`config.mk`:
```
export PLATFORM = sky130hd
export DESIGN_NAME = rr_arb_mux_flat
export DESIGN_NICKNAME = d
export VERILOG_FILES = /design/src/rtl/rr_arb_mux_if.sv /design/src/rtl/rr_arb_mux.sv /design/src/flat_wrapper.sv
export SDC_FILE = /design/constraint.sdc
export NUM_CORES = 1
export LEC_CHECK = 0
export CORE_MARGIN = 2
export CORE_UTILIZATION = 35
export DETAILED_ROUTE_END_ITERATION = 16
export PLACE_DENSITY = 0.69
export SYNTH_ARGS = -nofsm -noshare
export SYNTH_HDL_FRONTEND = slang
export SYNTH_SLANG_ARGS = --single-unit
```
`constraint.sdc`:
```
create_clock -name clk -period 3.95 [get_ports clk]
set_clock_uncertainty 0.05 [all_clocks]
set_input_delay 0.79 -clock clk [delete_from_list [all_inputs] [get_ports clk]]
set_output_delay 0.79 -clock clk [all_outputs]
set_load 0.02 [all_outputs]
```
`src/rtl/rr_arb_mux_if.sv`:
```
// Handshake bundle for rr_arb_mux: N valid/ready source channels and one valid/ready sink.
interface rr_arb_mux_if #(
  parameter int N = 4,
  parameter int W = 8
);
  localparam int SW = $clog2(N);

  logic [N-1:0]   in_valid;
  logic [N-1:0]   in_ready;
  logic [N*W-1:0] in_data;
  logic           out_valid;
  logic           out_ready;
  logic [W-1:0]   out_data;
  logic [SW-1:0]  out_sel;

  modport slave (
    input  in_valid, in_data, out_ready,
    output in_ready, out_valid, out_data, out_sel
  );

  modport master (
    output in_valid, in_data, out_ready,
    input  in_ready, out_valid, out_data, out_sel
  );
endinterface

```
`src/rtl/rr_arb_mux.sv`:
```
// N-channel registered multiplexer with run-time selectable round-robin or
// fixed-priority arbitration; one word per cycle throughput.
module rr_arb_mux #(
  parameter int N = 4,
  parameter int W = 8
) (
  input  logic         clk,
  input  logic         rst,
  input  logic         rr_en,
  rr_arb_mux_if.slave  bus
);
  localparam int          SW = $clog2(N);
  localparam int unsigned NU = N;

  logic [SW-1:0] ptr_q, ptr_d;
  logic          out_valid_q, out_valid_d;
  logic [W-1:0]  out_data_q, out_data_d;
  logic [SW-1:0] out_sel_q, out_sel_d;

  logic          any;
  logic          load;
  logic          found;
  int unsigned   idx;
  logic [SW-1:0] gnt;
  logic [W-1:0]  data_sel;
  logic [N-1:0]  in_ready_c;

  assign any  = |bus.in_valid;
  assign load = !out_valid_q || bus.out_ready;

  // Round-robin scans from ptr with wrap; fixed priority scans from index 0.
  always_comb begin
    found = 1'b0;
    idx   = 0;
    gnt   = '0;
    for (int unsigned k = 0; k < NU; k++) begin
      idx = rr_en ? ((k + 32'(ptr_q)) % NU) : k;
      if (!found && bus.in_valid[SW'(idx)]) begin
        gnt   = SW'(idx);
        found = 1'b1;
      end
    end
  end

  always_comb begin
    data_sel = '0;
    for (int unsigned i = 0; i < NU; i++) begin
      if (SW'(i) == gnt) data_sel = bus.in_data[i*W +: W];
    end
  end

  always_comb begin
    in_ready_c = '0;
    if (load && any && !rst) in_ready_c[gnt] = 1'b1;
  end

  always_comb begin
    out_valid_d = out_valid_q;
    out_data_d  = out_data_q;
    out_sel_d   = out_sel_q;
    ptr_d       = ptr_q;
    if (load) begin
      if (any) begin
        out_valid_d = 1'b1;
        out_data_d  = data_sel;
        out_sel_d   = gnt;
        if (rr_en) ptr_d = (gnt == SW'(N - 1)) ? '0 : gnt + SW'(1);
      end else begin
        out_valid_d = 1'b0;
      end
    end
  end

  always_ff @(posedge clk) begin
    if (rst) begin
      out_valid_q <= 1'b0;
      out_data_q  <= '0;
      out_sel_q   <= '0;
      ptr_q       <= '0;
    end else begin
      out_valid_q <= out_valid_d;
      out_data_q  <= out_data_d;
      out_sel_q   <= out_sel_d;
      ptr_q       <= ptr_d;
    end
  end

  assign bus.in_ready  = in_ready_c;
  assign bus.out_valid = out_valid_q;
  assign bus.out_data  = out_data_q;
  assign bus.out_sel   = out_sel_q;
endmodule
```
`src/flat_wrapper.sv`:
```
// flat-port wrapper written by rule: the top's interface ports become plain ports
module rr_arb_mux_flat 
#(
  parameter int N = 4,
  parameter int W = 8
)
  (clk, rst, rr_en, bus_in_valid, bus_in_data, bus_out_ready, bus_in_ready, bus_out_valid, bus_out_data, bus_out_sel);
  rr_arb_mux_if #(.N(N), .W(W)) bus_i ();
  input  logic clk;
  input  logic rst;
  input  logic rr_en;
  input wire logic [$bits(bus_i.in_valid)-1:0] bus_in_valid;
  input wire logic [$bits(bus_i.in_data)-1:0] bus_in_data;
  input wire logic [$bits(bus_i.out_ready)-1:0] bus_out_ready;
  output wire logic [$bits(bus_i.in_ready)-1:0] bus_in_ready;
  output wire logic [$bits(bus_i.out_valid)-1:0] bus_out_valid;
  output wire logic [$bits(bus_i.out_data)-1:0] bus_out_data;
  output wire logic [$bits(bus_i.out_sel)-1:0] bus_out_sel;
  assign bus_i.in_valid = bus_in_valid;
  assign bus_i.in_data = bus_in_data;
  assign bus_i.out_ready = bus_out_ready;
  assign bus_in_ready = bus_i.in_ready;
  assign bus_out_valid = bus_i.out_valid;
  assign bus_out_data = bus_i.out_data;
  assign bus_out_sel = bus_i.out_sel;
  rr_arb_mux #(.N(N), .W(W)) u_core (.clk(clk), .rst(rst), .rr_en(rr_en), .bus(bus_i));
endmodule
```
==> flow_summary.ini <==
[worst_setup_path]
path_cells = clkdlybuf4s50_1 > buf_6 > and4b_1 > a211oi_4 > nand2_1 > a221o_1 > and2_2 > ha_1 > and2_1 > clkbuf_2
end_kind = primary output
slowest_stage = clkdlybuf4s50_1
cp-startpoint = rr_en
crit_buf_inv = 3
crit_family = buffers and inverters
crit_type = in -> out
cp_max_fo = 14
crit_required_ns = 3.11
arrival_ns = 3.03
slowest_delay_ns = 0.43
r2r_start = u_core.ptr_q[1]
critical_path.startpoint_type = input port

[floorplanning]
start_util_pct = 36.4
num_rows = 21
die-area_sq_mm = 0.00396
die_w_microns = 62.9
coreArea_sq_mm = 0.00334
die_y_microns = 62.9
io-pin-count = 55

[synth]
async_reset_ff_share_pct = 0
yosys_warnings = 0
synth_seq_cells = 13
synth-edff-count = 0
synth_nets = 195
synth_seq_area_share_pct = 21.4
synthDistinctLibCells = 48
synth_flop_cell = dfxtp_1
synth_cells = 151
syn_area_per_cell_sq_um = 8.05
synth_area_sq_mm = 0.00122

[clocking]
cts_hold_buf = 0
cts.path.max_buffers = 2
cts_sinks = 13
cts_buffers = 3
htree_num_levels = 1
cts_tree = yes
path_clk_slew_ns = 0.08
root_buffer = clkbuf_4
clk_latency_ns = 0.27

[final_layout]
drive_above_1_share_pct = 23.8
nets = 268
mostFrequentLayoutCell = clkdlybuf4s50_1
stdcell_area_sq_mm = 0.00193
most-common-layout-cells = clkdlybuf4s50_1 (49), buf_4 (26), nor2_1 (14), a21oi_1 (14), dfxtp_1 (13)
fin_util_pct = 57.9
syn_to_final_growth_pct = 58.8
fillers = 326
n_antenna_cell = 0

[route]
viasPerCell = 5.09
drt-total-wl_mm = 3.68
antenna_left = 0
drt_iter0_drc = 42
first_pass_iters = 4
drc = 0
wire_per_inst_microns = 13.7
vias = 1368

[place]
gp_congestion = 0.795
placed_cell_area_sq_mm = 0.00187
dp_hpwl_mm = 2.80
io_buffers = 54

[sta]
finalHoldViolCount = 0
slew_viol_final = 0
setup-tns-final_ns = 0
fin_crit_ns = 3.87
hold_slack_ns = 0.450
max_slew_margin_pct = 57.2
max_freq_mhz = 258
tightest_slew_ns = 0.642
fin_crit_sh_pct = 98.1
setup_viol_count_final = 0

[run]
cap_viol_max_count = 0

[pwr]
total_power_uw = 655
p_per_area_mw_per_mm2 = 339
ir_drop_uv = 155
cellLeakagePower_nw = 0.780

[global_routing]
antenna_found_initial = 0
grt_max_degree = 22
grt_pass1_vias = 1246
overflow = 0
grt_pass1_wl_mm = 5.85
track_usage_pct = 18.0

[min_path]
holdCritPathClass = reg -> reg
hp-start = u_core.bus.out_valid

[outcome]
status = finished clean
[cells by family after synthesis]
| family | Yosys count | share of synthesized area, % |
|---|---|---|
| AND/OR/NAND/NOR | 69 | 32.5 |
| AO/OA/AOI/OAI | 48 | 30.2 |
| buffers and inverters | 15 | 10.1 |
| flip-flops | 13 | 21.4 |
| adder cells (fa/ha/maj) | 4 | 4.12 |
| multiplexers | 2 | 1.65 |
[synth_stat cells, drive strengths merged, types with 2 or more instances]
cell type	n	area, sq um
a211oi	11	105
a221oi	7	61.3
nor2b	10	62.6
and2	5	32.5
inv	2	7.50
o211a	2	20.0
nand2b	2	12.5
ha	4	50.1
nand3	2	10.0
nand2	10	40.0
nand3b	4	30.0
o21ai	4	20.0
clkbuf	9	73.8
nor2	14	52.6
a21o	2	16.3
a21oi	15	78.8
and2b	2	16.3
mux2i	2	20.0
or3b	2	17.5
buf	4	41.3
nor3	10	50.1
dfxtp	13	260
[report_power, final]
| part | switching [mW] | internal, mW | leakage, nW |
|---|---|---|---|
| registers | 0.0240 | 0.154 | 0.108 |
| logic | 0.190 | 0.206 | 0.657 |
| clock network | 0.0423 | 0.0392 | 0.0150 |
[tightest hold or removal path, cell delays in order, from the launching register on]
cell and delay [ns]:
dfxtp_1 0.31, nand2b_1 0.08, a21oi_1 0.06
[registers in the layout, summed over array words and instances (netlist names)]
register / count
u_core.bus.out_sel: 2
u_core.bus.out_data: 8
u_core.ptr_q: 2
u_core.bus.out_valid: 1
[through the flow]
| stage | std cells | setup slack (ns) |
|---|---|---|
| finish | 269 | 0.0769 |
| detailed placement | 261 | -0.314 |
| global route | 269 | -0.0194 |
| CTS | 265 | 0.00684 |
| global placement | 261 | -0.191 |
| floorplan | 151 | 0.382 |
[metal layers]
metal	wire [microns]	part of all wire (%)	global-route usage, %
met4	45	1.2	6.39
met2	1790	49	28.6
met5	0	0	0
met3	146	4.0	1.62
met1	1700	46	25.2
[cell type report]
cell class,count,area [sq um],share of cell area (%)
Tap cell,46,57.6,2.98
Inverter,2,7.51,0.389
Sequential cell,13,260,13.5
Multi-Input combinational cell,123,855,44.2
Timing Repair Buffer,81,726,37.6
Clock buffer,4,26.3,1.36
[repair_timing]
action / in CTS / in global routing
pin swaps: 1 / 3
resized for setup: 9 / 9
setup buffers: 0 / 4
setup endpoints to repair: 4 / 6
[worst paths after layout]
kind,to,slack (ns),cells after the start
worst max-delay path,bus_in_ready[1],0.08,10
worst min-delay path,u_core.bus.out_valid,0.45,2
worst max register to register,u_core.bus.out_data[1],0.53,12
worst min register to register,u_core.bus.out_valid,0.45,2
No activity file was read; power rests on OpenSTA's default activity.
==> patch: new RTL, same flow settings <==
Take the reset off `out_data_q` and load it in a clocked block of its own.
--- a/src/rtl/rr_arb_mux.sv
+++ b/src/rtl/rr_arb_mux.sv
@@ -74,15 +74,17 @@
   always_ff @(posedge clk) begin
     if (rst) begin
       out_valid_q <= 1'b0;
-      out_data_q  <= '0;
       out_sel_q   <= '0;
       ptr_q       <= '0;
     end else begin
       out_valid_q <= out_valid_d;
-      out_data_q  <= out_data_d;
       out_sel_q   <= out_sel_d;
       ptr_q       <= ptr_d;
     end
+  end
+
+  always_ff @(posedge clk) begin
+    out_data_q <= out_data_d;
   end
 
   assign bus.in_ready  = in_ready_c;
Check against the original RTL: not equivalent (a bounded check fails within 4 cycles, from zero or initial values and one cycle with rst high).
==> patch against the original RTL <==
Wire length is 15% lower; sequential cell count stayed put; critical path depth is 1 higher; largest cell class unchanged; combinational power is 11% lower; critical path type unchanged; total power is 3.7% lower; synthesized area is 6.8% lower; worst setup slack worse by 0.010 ns; non-clock buffer count is 5 lower; largest power group unchanged; final area is 3.0% lower; die area is 6.4% lower; hold slack worse by 0.015 ns; register-to-register slack better by 0.25 ns; count of clock-buffer cells in the layout stayed put.
==> patch: results (changes against the original RTL) <==
[cells_and_area]
drive_gt1_share_pct = 17.87  ; -5.9 points
instances_no_fill = 251  ; -6.7%
largest_reg_flops = 8  ; unchanged

[timing]
fin_hold_ws_ns = 0.4359  ; -0.01451 ns
period_share_pct = 98.32  ; +0.26 points
worstMarginPinSlew_ns = 0.4611  ; -0.1808 ns

[worst_setup_path]
r2r_slack_ns = 0.78  ; +0.25 ns
cp-endpoint = bus_in_ready[3]
reg2reg_depth = 13  ; +1
rr_endpoint = u_core.bus.out_data[3]
arrival_ns = 3.04  ; about the same
crit_start = bus_in_valid[3]
crit_fanout = 7  ; -7

[cts]
postCtsSetupBuffers = 0  ; unchanged
post_cts_resized = 5  ; -4

[yosys]
ys_seq_area_share_pct = 30.02  ; +8.6 points
synth_edf_count = 8  ; +8
synth_xor_area_share_pct = 0.7726  ; +0.77 points
async_reset_ff_share_pct = 0  ; unchanged
syn_avg_cell_area_um2 = 8.155  ; +1.3%
yosys-top-cells-area = edfxtp_1, dfxtp_1, o21ai_0
synth.distinct_cells = 45  ; -6.3%
synthMuxAreaShare_pct = 3.642  ; +2.0 points
synth-adder-area-share_pct = 4.415  ; +0.30 points
synth-compound-area-share_pct = 33.77  ; +3.5 points
synth_common_cells = nand2_1, nor2_1, o21ai_0
synthesis.nets = 183  ; -6.2%

[global_route]
grt_max_degree = 17  ; -23%
grt_pass1_vias = 1147  ; -7.9%
grt_pass1_wl_um = 5181  ; -11%
track_usage_pct = 18.64  ; +0.66 points

[pwr]
internal-power_mw = 0.4053  ; +1.6%
seq_power_share_pct = 31.9  ; +4.7 points
p_leak_nw = 0.7774  ; -0.37%
p_sw_share_pct = 35.79  ; -3.3 points
vdd_drop_max_mv = 0.1500  ; -2.9%

[drt]
via_per_inst = 5.000  ; -1.7%
drtIter0Drc = 47  ; +12%
detail_route.wl_per_cell_um = 12.50  ; -8.6%

[status]
outcome = completed

[placed_design]
placed_area_mm2 = 0.001823  ; -2.6%
gp_congestion = 0.8699  ; +9.5%
detailedPlacementHpwl_um = 2569  ; -8.4%

-- patch: critical path, stage by stage --
cell and delay [ns]:
clkdlybuf4s50_1 0.45, buf_4 0.18, mux2i_1 0.13, nand3_1 0.15, a211o_1 0.27, a32oi_1 0.20
buf_4 0.16, inv_1 0.06, ha_1 0.19, and2_1 0.13, dlygate4sd2_1 0.32
-- patch: cell type report --
| class | instances | area [um2] |
|---|---|---|
| Timing Repair Buffer | 76 | 703.2 |
| Sequential cell | 13 | 340.3 |
| Clock buffer | 4 | 26.28 |
| Multi-Input combinational cell | 110 | 734.5 |
| Inverter | 4 | 15.01 |
| Fill cell | 290 | 1204 |
| Tap cell | 44 | 55.05 |
-- patch: routing by layer --
layer	track usage [%]	wire length (um)	vias to the layer above
met5	0	0	-
met4	8.385	27	0
met3	1.279	126	2
met2	29.95	1479	39
met1	25.61	1504	565
li1	-	-	649
